$ cat src/rtl/chrom_pkg.sv
// Shared parameter set for the chromosome loader and the evaluator: geometry,
// derived frame widths, FSM encodings and the frame-to-field unpack helper.
package chrom_pkg;

  localparam int ROW     = 3;
  localparam int COL     = 1;
  localparam int IN      = 3;
  localparam int OUT     = 1;
  localparam int SEL_W   = (ROW * COL > 1) ? $clog2(ROW * COL) : 1;
  localparam int CHROM_W = ROW * COL * 16 + OUT * SEL_W;
  localparam int CNT_W   = $clog2(CHROM_W);

  typedef logic [1:0] state_t;

  localparam state_t ST_IDLE   = 2'd0;
  localparam state_t ST_SHIFT  = 2'd1;
  localparam state_t ST_PAR    = 2'd2;
  localparam state_t ST_COMMIT = 2'd3;

  typedef logic [ROW-1:0][COL-1:0][15:0] le_tt_t;
  typedef logic [OUT-1:0][SEL_W-1:0]     sel_t;

  // Field order mirrors the serial frame: truth tables in the MSBs, selectors last.
  typedef struct packed {
    le_tt_t le;
    sel_t   sel;
  } chrom_t;

  function automatic chrom_t unpack_frame(input logic [CHROM_W-1:0] frame);
    return chrom_t'(frame);
  endfunction

endpackage

$ cat src/rtl/chrom_shift_reg.sv
// Shadow register for the incoming chromosome: MSB-first serial shift with
// synchronous clear; tracks running even parity when CHROM_PARITY_EN is defined.
module chrom_shift_reg
  import chrom_pkg::*;
#(
  parameter int W = CHROM_W
) (
  input  logic         clk,
  input  logic         rst_n,
  input  logic         clr_i,
  input  logic         shift_i,
  input  logic         bit_i,
`ifdef CHROM_PARITY_EN
  output logic         parity_o,
`endif
  output logic [W-1:0] data_o
);

  logic [W-1:0] data_q;

  always_ff @(posedge clk or negedge rst_n) begin
    if (!rst_n) begin
      data_q <= '0;
    end else if (clr_i) begin
      data_q <= '0;
    end else if (shift_i) begin
      data_q <= {data_q[W-2:0], bit_i};
    end
  end

  assign data_o = data_q;

`ifdef CHROM_PARITY_EN
  logic parity_q;

  always_ff @(posedge clk or negedge rst_n) begin
    if (!rst_n) begin
      parity_q <= 1'b0;
    end else if (clr_i) begin
      parity_q <= 1'b0;
    end else if (shift_i) begin
      parity_q <= parity_q ^ bit_i;
    end
  end

  assign parity_o = parity_q;
`endif

endmodule

$ cat src/rtl/chrom_serial_loader.sv
// Serial-to-parallel, double-buffered chromosome loader for the circuit evaluator.
// Optional trailing even-parity bit with frame rejection: define CHROM_PARITY_EN.
module chrom_serial_loader
  import chrom_pkg::*;
(
  input  logic                          clk,
  input  logic                          rst_n,
  input  logic                          load_start,
  input  logic                          ser_valid,
  input  logic                          ser_data,
  output logic                          ser_ready,
  output logic [ROW-1:0][COL-1:0][15:0] saidas_LE,
  output logic [OUT-1:0][SEL_W-1:0]     out_chrom,
  output logic                          chrom_valid,
  output logic                          load_done,
  output logic                          load_err
);

  state_t             state_q, state_d;
  logic [CNT_W-1:0]   cnt_q, cnt_d;
  logic [CHROM_W-1:0] active_q, active_d;
  logic               valid_q, valid_d;
  logic [CHROM_W-1:0] shadow;
  logic [CHROM_W-1:0] active_frame;
  chrom_t             active_f;
  logic               shift_en, clr, accept, last_bit;

`ifdef CHROM_PARITY_EN
  logic parity;
  logic err_q, err_d;
`endif

  chrom_shift_reg #(.W(CHROM_W)) u_shadow (
    .clk     (clk),
    .rst_n   (rst_n),
    .clr_i   (clr),
    .shift_i (shift_en),
    .bit_i   (ser_data),
`ifdef CHROM_PARITY_EN
    .parity_o(parity),
`endif
    .data_o  (shadow)
  );

  // A start request takes priority over a bit offered in the same cycle.
  assign ser_ready = ((state_q == ST_SHIFT) || (state_q == ST_PAR)) && !load_start;
  assign accept    = ser_ready && ser_valid;
  assign last_bit  = (cnt_q == CNT_W'(CHROM_W - 1));

  always_comb begin
    state_d  = state_q;
    cnt_d    = cnt_q;
    active_d = active_q;
    valid_d  = valid_q;
    shift_en = 1'b0;
    clr      = 1'b0;
`ifdef CHROM_PARITY_EN
    err_d    = 1'b0;
`endif
    // Completes the copy even when a new start arrives in the commit cycle.
    if (state_q == ST_COMMIT) begin
      active_d = shadow;
      valid_d  = 1'b1;
    end
    if (load_start) begin
      state_d = ST_SHIFT;
      cnt_d   = '0;
      clr     = 1'b1;
    end else begin
      case (state_q)
        ST_SHIFT: begin
          if (accept) begin
            shift_en = 1'b1;
            cnt_d    = last_bit ? '0 : cnt_q + 1'b1;
            if (last_bit) begin
`ifdef CHROM_PARITY_EN
              state_d = ST_PAR;
`else
              state_d = ST_COMMIT;
`endif
            end
          end
        end
        ST_PAR: begin
`ifdef CHROM_PARITY_EN
          if (accept) begin
            if (ser_data == parity) begin
              state_d = ST_COMMIT;
            end else begin
              state_d = ST_IDLE;
              err_d   = 1'b1;
            end
          end
`else
          state_d = ST_IDLE;
`endif
        end
        ST_COMMIT: state_d = ST_IDLE;
        default:   state_d = ST_IDLE;
      endcase
    end
  end

  always_ff @(posedge clk or negedge rst_n) begin
    if (!rst_n) begin
      state_q  <= ST_IDLE;
      cnt_q    <= '0;
      active_q <= '0;
      valid_q  <= 1'b0;
    end else begin
      state_q  <= state_d;
      cnt_q    <= cnt_d;
      active_q <= active_d;
      valid_q  <= valid_d;
    end
  end

`ifdef CHROM_PARITY_EN
  always_ff @(posedge clk or negedge rst_n) begin
    if (!rst_n) begin
      err_q <= 1'b0;
    end else begin
      err_q <= err_d;
    end
  end

  assign load_err = err_q;
`else
  assign load_err = 1'b0;
`endif

  // During COMMIT the shadow is shown directly, so the new config appears on the
  // edge that leaves SHIFT/PAR; active_q holds the identical value from then on.
  assign active_frame = (state_q == ST_COMMIT) ? shadow : active_q;
  assign active_f     = unpack_frame(active_frame);
  assign saidas_LE    = active_f.le;
  assign out_chrom    = active_f.sel;
  assign chrom_valid  = valid_q || (state_q == ST_COMMIT);
  assign load_done    = (state_q == ST_COMMIT);

endmodule

$ cat config.mk
export PLATFORM = sky130hd
export DESIGN_NAME = chrom_serial_loader
export DESIGN_NICKNAME = d
export VERILOG_FILES = /design/src/rtl/chrom_pkg.sv /design/src/rtl/chrom_shift_reg.sv /design/src/rtl/chrom_serial_loader.sv
export SDC_FILE = /design/constraint.sdc
export NUM_CORES = 1
export LEC_CHECK = 0
export BUFFER_PORTS_ARGS = -buffer_cell sky130_fd_sc_hd__buf_2
export CORE_MARGIN = 5
export CORE_UTILIZATION = 33
export DETAILED_ROUTE_END_ITERATION = 8
export HOLD_SLACK_MARGIN = 0.03
export PLACE_DENSITY = 0.59
export SYNTH_ARGS = -nofsm -noshare
export SYNTH_HDL_FRONTEND = slang
export SYNTH_SLANG_ARGS = --single-unit
$ cat constraint.sdc
create_clock -name clk -period 3 [get_ports clk]
set_clock_uncertainty 0.2 [all_clocks]
set_input_delay 0.6 -clock clk [delete_from_list [all_inputs] [get_ports clk]]
set_output_delay 0.6 -clock clk [all_outputs]
set_load 0.02 [all_outputs]
# After elaboration in Yosys (flattened, before gate mapping)
# Index checks and enable logic that the tools add are counted.
# Widths: inputs -> output; s select.
dict set report classes {
  add_sub_neg 1
  n_eq_ne 6
  n_mux 15
  n_reduce_logical 10
}
# op count
set op_table {}
lappend op_table {{$mux 50} 3}
lappend op_table {{$mux 6} 4}
lappend op_table {{$mux 2} 4}
lappend op_table {{$add 6x1->6 const B} 1}
lappend op_table {{$eq 6x6->1 const B} 1}
lappend op_table {{$ne 3x3->1 const B} 2}
lappend op_table {{$reduce_bool 2->1} 3}
lappend op_table {{$eq 2x2->1 const B} 2}
lappend op_table {{$mux 1} 4}
lappend op_table {{$reduce_and 2->1} 2}
lappend op_table {{$eq 2x1->1 const B} 1}
lappend op_table {{$logic_and 1x1->1} 2}
lappend op_table {{$logic_or 1x1->1} 2}
lappend op_table {{$logic_not 1->1} 1}
dict set report totals {
  regBits 109
  input_bits 5
  out_inout_bits 54
  word_cells 37
}

# Longest topological paths before layout
# Gate-level depths: netlist of run 1.
dict set report logic_depth {
  depth_word 9
  depth_mapped 7
  depth_no_buf 6
}

# By module
# Synthesis of run 1 repeated with hierarchy kept, for this count alone.
dict set report unflattened {
  hier_cells 325
  area_unflattened_um2 4459.3
}
# module instances cells_per_inst area_per_inst_um2 seq_area_each_um2
set by_module_without_submodules {}
lappend by_module_without_submodules {chrom_serial_loader 1 163 2409.8 1476.4}
lappend by_module_without_submodules {chrom_shift_reg 1 162 2049.5 1251.2}

# Worst setup path before layout of run 1
# No wires, ideal clock.
dict set report synth_timing {
  path_type {register to output}
  start {reg state_q[0]}
  end {out out_chrom[1] (netlist bit)}
  arrival_ps 1504
  path_slack_ps 696
  stages_incl_launch_ff 5
  path_buffers 2
  cell_sequence {dfrtp_1 > ha_1 > clkbuf_1 > buf_2 > mux2_2}
}
# element line_no
set synth_rtl {}
lappend synth_rtl {{start, declared} chrom_serial_loader.sv:19} ;# state_t state_q, state_d;
lappend synth_rtl {{start signal, assigned} chrom_serial_loader.sv:111} ;# state_q <= state_d;
lappend synth_rtl {{end, declared} chrom_serial_loader.sv:13} ;# output logic [OUT-1:0][SEL_W-1:0] out_chrom,

==> summary.txt, run 1 <==
Final layout
  • # nets final: 440
  • Fin area: a little over 5000 um^2
  • Layout cells sized above 1: 31.49%
  • P&R area growth vs syn: 17.32%

Logic synthesis
  • Cell taking the most area after synthesis: dfrtp_1
  • Top post-synthesis cells by area: dfrtp_1, mux2_2, nand2_1
  • Post-synth top area share: 62.73%
  • FFs w/ async S/R, synth: 100.0%
  • Syn Nets: 390
  • Synthesized area per cell: around 11 um^2
  • Post-Syn Area: 4348 um^2
  • Synthesized flop and latch total: 109
  • Post-synth top cells: dfrtp_1, nand2_1, a21oi_1
  • Post-synth EDFFs: 0
  • Post-synthesis sequential area ratio: between 60% and 70%
  • Netlist cell types: 30
  • Most frequent cell after synthesis: dfrtp_1
  • Top_reg_cell synth: dfrtp_1
  • YS warnings: 0
  • Mapped Cells: 381

Power and ir drop
  • Design Power: around 0.0028 W
  • Static Leak: 2.491 nW
  • Pwr/cell area: 543.3 nW/um^2
  • Max rail drop VDD: 454.6 uV

Timing
  • Unrepaired setup endpoints after global routing: false
  • Tmin final: 2.586 ns
  • Final Max Tran Viols: 0
  • Setup violations, final: 0
  • Slew @ Worst Pin: 0.6072 ns
  • Max transition margin: 59.52%
  • Count of final hold-check violations: 0
  • Setup TNS: 0 ns
  • Period utilization: 86.20%
  • Peak Freq: 0.3867 GHz
  • WHS: 0.2593 ns

Setup path
  • Critical Path End Type: primary output
  • Crit path DAT: approximately 1.8 ns
  • CP max stage cell: mux2_2
  • Crit path launch type: flop
  • CP max stage delay: 0.39 ns
  • Req. time, crit path: 2.20 ns
  • Crit path cell chain: ha_2, buf_12, mux2_2, buf_2
  • Worst-path fanout max: 53
  • Crit path kind: flop to primary output

Global routing
  • GRT Util Overall: 11.38%
  • Vias in the first global route: 2977
  • First-pass GRT wire length: approximately 14000 um
  • Initial antenna violation count: 0
  • Overflow after GRT: 0
  • Largest net degree at the start of global routing: 92

Run status
  • Status: finished, final reports clean

Placed design
  • Dpl hpwl: 5139 um
  • Gpl congestion: 0.6646
  • Area after DPL: roughly 4800 um^2
  • IO buf count: 57

CTS
  • Clock transition at the registers of the reported paths: approximately 0.07 ns
  • CTS H-tree lvls: 3
  • Clk sinks: 109
  • Clk Latency, worst-skew pair: 0.34 ns
  • CTS root buf: clkbuf_16
  • CTS tree: built
  • Number of setup buffers added after CTS: 0
  • CTS Buf Count: 9
  • CTS max path bufs: 2

Detailed routing
  • Initial DRT Pass Iterations: 5
  • Post-Route WL: 8214 um
  • Initial DRC Count: 198
  • WL/cell: around 13 um
  • Remaining DRCs: 0
  • Post-DRT Antenna Nets: 0
  • Via density: 4.626
  • Via count of the routed design: 2831

Floorplan
  • Chip width: 124.8 um
  • Initial Utilization: 33.23%
  • Die area: 15570 um^2
  • Io pins: 59
  • Row count: 42
  • Die height: 124.8 um
  • CORE AREA: 13090 um^2

Min path
  • HP Class: flop to flop

Run
  • Max-cap viol count: 0
## cells in the final DEF (no fill, tap or decap), types with 2 or more instances in the layout
cell type  instances
ha_1               3
clkbuf_16          9
buf_4              6
dfrtp_1          109
a21oi_2            2
nand3_1            3
clkbuf_8           3
or2_2              2
clkbuf_1           2
inv_1              2
mux2_2            50
buf_2             56
nor2_1             8
nand2_1          104
a21oi_1           55
buf_12             2
## power breakdown
part / total [W] / switching [W] / internal, W
sequential: 0.00149 / 0.00000870 / 0.00148
clock: 0.00111 / 0.000482 / 0.000626
combinational: 0.000178 / 0.000141 / 0.0000370
total: 0.00277 / 0.000631 / 0.00214
## cells by family after synthesis
group | Yosys count | synth area share [%]
compound gates | 60 | 7.223
mux | 50 | 12.95
xor+xnor | 1 | 0.2015
fa+ha+maj | 4 | 1.151
other cells | 1 | 0.08625
flops | 109 | 62.73
buf+inv | 28 | 3.108
simple gates | 128 | 12.55
## critical path, delay by kind of cell (launching register included)
family	cells	cell delay, ns
muxes	1	0.39
DFF	1	0.38
adders and majority gates	1	0.21
buffers and inverters	2	0.43
## per-stage QoR
step / utilization, % / instances / worst slack [ns]
2_1_floorplan: - / 381 / 0.6962
3_3_place_gp: 36.76 / 595 / 0.8050
3_5_place_dp: 36.76 / 595 / 0.7604
4_1_cts: 38.97 / 611 / 0.3773
5_1_grt: 38.97 / 611 / 0.3277
6_report: 38.98 / 612 / 0.4141
## path summary, 6_finish.rpt
check / slack [ns] / start / depth (start not counted) / endpoint
worst max register to register: 0.82 / state_q[0] / 5 / u_shadow.data_o[42]
worst min-delay path: 0.26 / valid_q / 1 / valid_q
worst max-delay path: 0.41 / state_q[0] / 4 / saidas_LE[37]
max in group asynchronous: 1.39 / rst_n / 3 / active_q[19]
min in group asynchronous: 0.47 / rst_n / 2 / active_q[43]
worst min register to register: 0.26 / valid_q / 1 / valid_q
## state kept, by name (all words and copies together) (netlist names)
name,flops
active_q,50
state_q,2
valid_q,1
cnt_q,6
u_shadow.data_o,50
## what timing repair did
action	in CTS	in global routing
hold endpoints to repair	18	0
resized for setup	0	0
hold buffers	1	0
## cell type report
| cell class | count | area (um^2) |
|---|---|---|
| well taps | 176 | 220.2 |
| diodes | 1 | 2.502 |
| repair buffers | 65 | 375.4 |
| fillers | 1314 | 7984 |
| flip-flops and latches | 109 | 2728 |
| clock inverters | 1 | 5.005 |
| clock buffers | 14 | 274.0 |
| multi-input cells | 244 | 1489 |
| inverters | 2 | 7.507 |
## metal layers
layer	routed length [um]	global-route usage, %
met3	456	3.816
met5	0	0
met1	3709	13.70
met4	136	4.255
met2	3912	18.92
(Power assumes the default switching activity.)
==> run 2: changes to the inputs <==
--- a/config.mk
+++ b/config.mk
@@ -5,12 +5,14 @@
 export SDC_FILE = /design/constraint.sdc
 export NUM_CORES = 1
 export LEC_CHECK = 0
+export ABC_AREA = 1
 export BUFFER_PORTS_ARGS = -buffer_cell sky130_fd_sc_hd__buf_2
 export CORE_MARGIN = 5
 export CORE_UTILIZATION = 33
 export DETAILED_ROUTE_END_ITERATION = 8
 export HOLD_SLACK_MARGIN = 0.03
 export PLACE_DENSITY = 0.59
+export SLEW_MARGIN = 10
 export SYNTH_ARGS = -nofsm -noshare
 export SYNTH_HDL_FRONTEND = slang
 export SYNTH_SLANG_ARGS = --single-unit
==> summary.txt, run 2 <==
CTS
  • CTS Buf Count: 9 (unchanged)
  • Clock transition at the registers of the reported paths: 0.06 ns (was 0.07 ns)
  • Clk sinks: 109 (unchanged)
  • CTS H-tree lvls: 3 (unchanged)
  • Number of setup buffers added after CTS: 0 (unchanged)
  • CTS max path bufs: 2 (unchanged)
  • Clk Latency, worst-skew pair: 0.34 ns (about the same)
  • CTS tree: built (unchanged)
  • CTS root buf: clkbuf_16 (unchanged)

Logic synthesis
  • Syn Nets: 408 (was 390)
  • Top post-synthesis cells by area: dfrtp_1, o21ai_0, nand2_1 (was dfrtp_1, mux2_2, nand2_1)
  • Top_reg_cell synth: dfrtp_1 (unchanged)
  • Synthesized area per cell: 10.81 um^2 (was 11.41 um^2)
  • Synthesized flop and latch total: 109 (unchanged)
  • Post-synthesis sequential area ratio: 63.26% (was 62.73%)
  • Most frequent cell after synthesis: dfrtp_1 (unchanged)
  • Post-synth EDFFs: 0 (unchanged)
  • Post-synth top cells: dfrtp_1, nand2_1, inv_1 (was dfrtp_1, nand2_1, a21oi_1)
  • Mapped Cells: 399 (was 381)
  • Netlist cell types: 26 (was 30)
  • FFs w/ async S/R, synth: 100.0% (unchanged)
  • Cell taking the most area after synthesis: dfrtp_1 (unchanged)
  • Post-Syn Area: 4312 um^2 (was 4348 um^2)
  • Post-synth top area share: 63.26% (was 62.73%)
  • YS warnings: 0 (unchanged)

Timing
  • WHS: 0.2549 ns (was 0.2593 ns)
  • Peak Freq: 0.3675 GHz (was 0.3867 GHz)
  • Setup TNS: 0 ns (unchanged)
  • Final setup margin: 0.2790 ns (was 0.4141 ns)
  • Period utilization: 90.70% (was 86.20%)
  • Unrepaired setup endpoints after global routing: false (unchanged)
  • Tmin final: 2.721 ns (was 2.586 ns)
  • Count of final hold-check violations: 0 (unchanged)
  • Final Max Tran Viols: 0 (unchanged)
  • Slew @ Worst Pin: 0.6791 ns (was 0.6072 ns)
  • Max transition margin: 54.68% (was 59.52%)
  • Setup violations, final: 0 (unchanged)

Final layout
  • Layout cells sized above 1: 23.25% (was 31.49%)
  • Commonest non-fill, non-tap cells in the layout: dfrtp_1, nand2_1, inv_1 (was dfrtp_1, nand2_1, buf_2)
  • P&R area growth vs syn: 16.98% (was 17.32%)
  • # nets final: 461 (was 440)
  • Fin area: 5044 um^2 (was 5101 um^2)
  • # diodes: 0 (was 1)
  • Most common library cell in the layout ignoring fill and taps: dfrtp_1 (unchanged)

Power and ir drop
  • Pwr/cell area: 556.6 nW/um^2 (was 543.3 nW/um^2)
  • Static Leak: 2.384 nW (was 2.491 nW)
  • Design Power: 0.002807 W (was 0.002771 W)
  • Max rail drop VDD: 255.3 uV (was 454.6 uV)

Detailed routing
  • Post-Route WL: 8279 um (was 8214 um)
  • WL/cell: 13.18 um (was 13.42 um)
  • Post-DRT Antenna Nets: 0 (unchanged)
  • Remaining DRCs: 0 (unchanged)
  • Via count of the routed design: 2811 (was 2831)
  • Initial DRT Pass Iterations: 4 (was 5)
  • Initial DRC Count: 197 (was 198)
  • Via density: 4.476 (was 4.626)

Floorplan
  • Die area: 15450 um^2 (was 15570 um^2)
  • CORE AREA: 12720 um^2 (was 13090 um^2)
  • Io pins: 59 (unchanged)
  • Row count: 41 (was 42)
  • Die height: 124.3 um (was 124.8 um)
  • Chip width: 124.3 um (was 124.8 um)
  • Initial Utilization: 33.89% (was 33.23%)

Global routing
  • Overflow after GRT: 0 (unchanged)
  • Initial antenna violation count: 0 (unchanged)
  • Largest net degree at the start of global routing: 69 (was 92)
  • GRT Util Overall: 11.25% (was 11.38%)
  • Vias in the first global route: 2902 (was 2977)
  • First-pass GRT wire length: 14210 um (was 14480 um)

Setup path
  • Critical Path End Type: primary output (unchanged)
  • R2R Setup Slk: 0.65 ns (was 0.82 ns)
  • Worst reg2reg path endpoint: cnt_q[0] (was u_shadow.data_o[42])
  • Crit path launch type: flop (unchanged)
  • Worst-path fanout max: 36 (was 53)
  • R2r startpoint: state_q[0] (unchanged)
  • Reg2Reg Depth: 6 (was 5)
  • Req. time, crit path: 2.20 ns (about the same)
  • Crit path DAT: 1.92 ns (was 1.79 ns)
  • Crit path kind: flop to primary output (unchanged)

Placed design
  • Area after DPL: 4752 um^2 (was 4810 um^2)
  • Gpl congestion: 0.7189 (was 0.6646)
  • Pre-CTS setup slack: 0.5040 ns (was 0.7604 ns)
  • Dpl hpwl: 5402 um (was 5139 um)
  • IO buf count: 57 (unchanged)

Min path
  • Hold Crit Endpoint: valid_q (unchanged)
  • Hold path cells: 1 (unchanged)
  • HP Class: flop to flop (unchanged)
  • Worst hold path startpoint: valid_q (unchanged)

Run status
  • Status: finished, final reports clean (unchanged)

Run
  • Max-cap viol count: 0 (unchanged)
## run 2: changes by cell type after synthesis, sizes merged, moves of 5 or more
cell and delta:
a21oi -57, nand3 +5, mux2 -50, buf -5, inv +61, o22ai +48
nand2 -35, o21ai +57
## run 2: worst max-delay path by stage
stage | slack, ns | cells past startpoint | start | endpoint
finish | 0.28 | 6 | state_q[0] | saidas_LE[0]
global route | 0.14 | 6 | state_q[0] | saidas_LE[0]
CTS | 0.12 | 6 | state_q[0] | saidas_LE[35]
detailed placement | 0.50 | 6 | state_q[0] | saidas_LE[35]
global placement | 0.55 | 6 | state_q[0] | saidas_LE[0]
floorplan | 0.66 | 4 | state_q[0] | saidas_LE[45]
## run 2: worst max-delay path, stage by stage, from the launching register on
cell,delay [ns]
dfrtp_1,0.40
ha_1,0.26
inv_4,0.24
buf_12,0.22
nand2_1,0.06
o21ai_0,0.14
buf_2,0.24
## run 2: through the flow
stage | utilization (%) | instances
after floorplan | - | 399
after global placement | 37.35 | 612
after detailed placement | 37.35 | 612
after CTS | 39.62 | 628
after global routing | 39.64 | 628
final | 39.64 | 628
## run 2: timing repair
action	CTS	global route
gates resized for setup	0	2
hold buffers	1	0
endpoints found under the setup margin	0	2
endpoints found under the hold margin	2	0
## run 2: metal layers
metal | wire length [um] | track usage (%) | share of wire (%)
met1 | 3910 | 13.86 | 47
met2 | 3882 | 18.32 | 47
met3 | 331 | 3.645 | 4.0
met4 | 155 | 4.449 | 1.9
met5 | 0 | 0 | 0
## run 2: final cells by class
class                           count  area (um^2)
Clock buffer                       14        274.0
Clock inverter                      1        5.005
Fill cell                        1269         7679
Inverter                           64        247.7
Multi-Input combinational cell    205         1189
Sequential cell                   109         2728
Tap cell                          172        215.2
Timing Repair Buffer               63        385.4
## run 2: kinds of logic (layout without fill, tap and decap cells)
| kind of cell | Yosys count | count (layout) | share of synthesized area, % |
|---|---|---|---|
| flip-flops | 109 | 109 | 63.26 |
| adder cells (fa/ha/maj) | 4 | 4 | 1.161 |
| other | 1 | 1 | 0.08697 |
| buffers and inverters | 85 | 142 | 9.170 |
| AO/OA/AOI/OAI | 107 | 107 | 17.27 |
| AND/OR/NAND/NOR | 92 | 92 | 8.850 |
| XOR/XNOR | 1 | 1 | 0.2032 |
## run 2: power by group
| part | internal (W) | leakage, nW | switching, W |
|---|---|---|---|
| sequential | 0.00150 | 1.50 | 0.00000901 |
| clock | 0.000626 | 0.139 | 0.000487 |
| combinational | 0.0000517 | 0.744 | 0.000135 |
| total | 0.00218 | 2.38 | 0.000631 |
==> run 3: changes to the inputs <==
--- a/config.mk
+++ b/config.mk
@@ -7,6 +7,7 @@
 export LEC_CHECK = 0
 export ABC_AREA = 1
 export BUFFER_PORTS_ARGS = -buffer_cell sky130_fd_sc_hd__buf_2
+export CORE_ASPECT_RATIO = 2
 export CORE_MARGIN = 5
 export CORE_UTILIZATION = 33
 export DETAILED_ROUTE_END_ITERATION = 8
==> summary.txt, run 3 (synthesis gave the netlist of run 2 again) <==
Setup path
  • CP max stage delay: 0.40 ns (about the same)
  • Cell family with most CP delay: buffers and inverters (unchanged)
  • Reg2Reg Depth: 7 (was 6)
  • Worst-path fanout max: 58 (was 36)
  • Crit path cell chain: ha_1, inv_2, buf_12, nand2_1, o21ai_0, buf_2 (was ha_1, inv_4, buf_12, nand2_1, o21ai_0, buf_2)
  • Worst reg2reg path endpoint: cnt_q[4] (was cnt_q[0])
  • Critical Path End Type: primary output (unchanged)
  • CP max stage cell: dfrtp_1 (unchanged)
  • Crit path launch type: flop (unchanged)
  • R2R Setup Slk: 0.87 ns (was 0.65 ns)
  • Worst Path Buf+Inv: 3 (unchanged)
  • Crit path kind: flop to primary output (unchanged)
  • Crit path DAT: 1.96 ns (was 1.92 ns)
  • Req. time, crit path: 2.20 ns (about the same)
  • R2r startpoint: state_q[0] (unchanged)

Floorplan
  • Die area: 15590 um^2 (was 15450 um^2)
  • Chip width: 90.83 um (was 124.3 um)
  • Io pins: 59 (unchanged)
  • Row count: 59 (was 41)
  • Die height: 171.7 um (was 124.3 um)
  • CORE AREA: 12920 um^2 (was 12720 um^2)
  • Initial Utilization: 33.38% (was 33.89%)

Power and ir drop
  • Static Leak: 2.404 nW (was 2.384 nW)
  • Clock group share of total power: 45.4% (was 39.6%)
  • Sw Share: 20.48% (was 22.46%)
  • Pint: 0.002467 W (was 0.002177 W)
  • Sw power: 0.0006356 W (was 0.0006306 W)
  • Combinational power share: 6.0% (was 6.6%)
  • Seq pwr share: 48.6% (was 53.7%)
  • Pwr/cell area: 612.1 nW/um^2 (was 556.6 nW/um^2)
  • Max rail drop VDD: 399.9 uV (was 255.3 uV)

Timing
  • Setup TNS: 0 ns (unchanged)
  • Tmin final: 2.761 ns (was 2.721 ns)
  • Period utilization: 92.02% (was 90.70%)
  • Unrepaired setup endpoints after global routing: false (unchanged)
  • WHS: 0.08485 ns (was 0.2549 ns)
  • Setup violations, final: 0 (unchanged)
  • Peak Freq: 0.3622 GHz (was 0.3675 GHz)
  • Count of final hold-check violations: 0 (unchanged)
  • Slew @ Worst Pin: 0.6613 ns (was 0.6791 ns)
  • Max transition margin: 55.91% (was 54.68%)
  • Final Max Tran Viols: 0 (unchanged)

Detailed routing
  • Post-Route WL: 8854 um (was 8279 um)
  • Post-DRT Antenna Nets: 0 (unchanged)
  • Via density: 4.751 (was 4.476)
  • Initial DRT Pass Iterations: 6 (was 4)
  • Via count of the routed design: 2884 (was 2811)
  • Initial DRC Count: 116 (was 197)
  • Remaining DRCs: 0 (unchanged)
  • WL/cell: 14.59 um (was 13.18 um)

Final layout
  • # nets final: 460 (was 461)
  • Fin area: 5069 um^2 (was 5044 um^2)
  • Layout cells sized above 1: 23.52% (was 23.25%)
  • Filler cells: 1269 (unchanged)
  • # diodes: 0 (unchanged)
  • Most common library cell in the layout ignoring fill and taps: dfrtp_1 (unchanged)
  • Commonest non-fill, non-tap cells in the layout: dfrtp_1, nand2_1, inv_1 (unchanged)
  • P&R area growth vs syn: 17.56% (was 16.98%)

Global routing
  • Vias in the first global route: 2905 (was 2902)
  • Initial antenna violation count: 0 (unchanged)
  • Largest net degree at the start of global routing: 61 (was 69)
  • GRT Util Overall: 11.89% (was 11.25%)
  • Overflow after GRT: 0 (unchanged)
  • First-pass GRT wire length: 14830 um (was 14210 um)

CTS
  • CTS Buf Count: 9 (unchanged)
  • CTS root buf: clkbuf_16 (unchanged)
  • PostCTS Resize Cnt: 0 (unchanged)
  • Number of setup buffers added after CTS: 0 (unchanged)
  • CTS tree: built (unchanged)
  • Clk sinks: 109 (unchanged)
  • Clock transition at the registers of the reported paths: 0.07 ns (was 0.06 ns)
  • CTS max path bufs: 2 (unchanged)
  • Clk Latency, worst-skew pair: 0.34 ns (about the same)
  • Post-CTS Hold Buffers: 0 (was 1)
  • CTS H-tree lvls: 3 (unchanged)

Placed design
  • IO buf count: 57 (unchanged)
  • Dpl hpwl: 6176 um (was 5402 um)
  • Area after DPL: 4702 um^2 (was 4752 um^2)
  • Gpl congestion: 0.7937 (was 0.7189)

Run
  • Max-cap viol count: 0 (unchanged)

Min path
  • HP Class: primary input to asynchronous set/reset pin (was flop to flop)

Run status
  • Status: finished, final reports clean (unchanged)
run 3: changes by cell type in the layout (fill, tap and decap cells not counted), sizes merged:
cell | before | now
bufinv | 0 | 4
clkbuf | 14 | 11
dlygate4sd3 | 1 | 0
clkinv | 2 | 1
run 3: final cells by class:
cell class                 instances  area (um^2)  area share [%]
sequential                       109         2728           53.81
multi-input combinational        205         1189           23.45
timing repair buffer              62        354.1           6.986
inverter                          64        245.2           4.838
clock buffer                      11        242.7           4.789
tap                              152        190.2           3.752
clock inverter                     4        120.1           2.370
run 3: per-layer routing:
layer / wire length, um / global-route usage, % / vias to the layer above
met5: 0 / 0 / -
li1: - / - / 1401
met3: 332 / 2.713 / 11
met1: 3363 / 12.92 / 1413
met2: 4970 / 21.94 / 59
met4: 189 / 5.045 / 0
run 3: per-stage QoR:
stage               std cells  utilization [%]  setup slack (ns)  total power [W]
floorplan                 399                -            0.6557         0.001656
global placement          592            36.40            0.5578         0.001723
detailed placement        592            36.40            0.4961         0.001727
CTS                       607            39.21            0.1106         0.003147
global route              607            39.23           0.06621         0.003227
finish                    607            39.23            0.2393         0.003103
run 3: worst max path at each step:
| stage | start | to | slack [ns] | cells after the start |
|---|---|---|---|---|
| after CTS | state_q[0] | saidas_LE[15] | 0.11 | 6 |
| after global routing | state_q[0] | saidas_LE[32] | 0.07 | 6 |
| after detailed placement | state_q[0] | saidas_LE[15] | 0.50 | 6 |
| final | state_q[0] | saidas_LE[32] | 0.24 | 6 |
| after floorplan | state_q[0] | saidas_LE[45] | 0.66 | 4 |
| after global placement | state_q[0] | saidas_LE[15] | 0.56 | 6 |
run 3: power groups by stage:
stage	Combinational, W	Clock [W]	Sequential [W]
after global placement	0.000188	0	0.00153
after CTS	0.000192	0.00145	0.00151
after detailed placement	0.000191	0	0.00154
after global routing	0.000207	0.00151	0.00151
final	0.000186	0.00141	0.00151
after floorplan	0.000122	0	0.00153
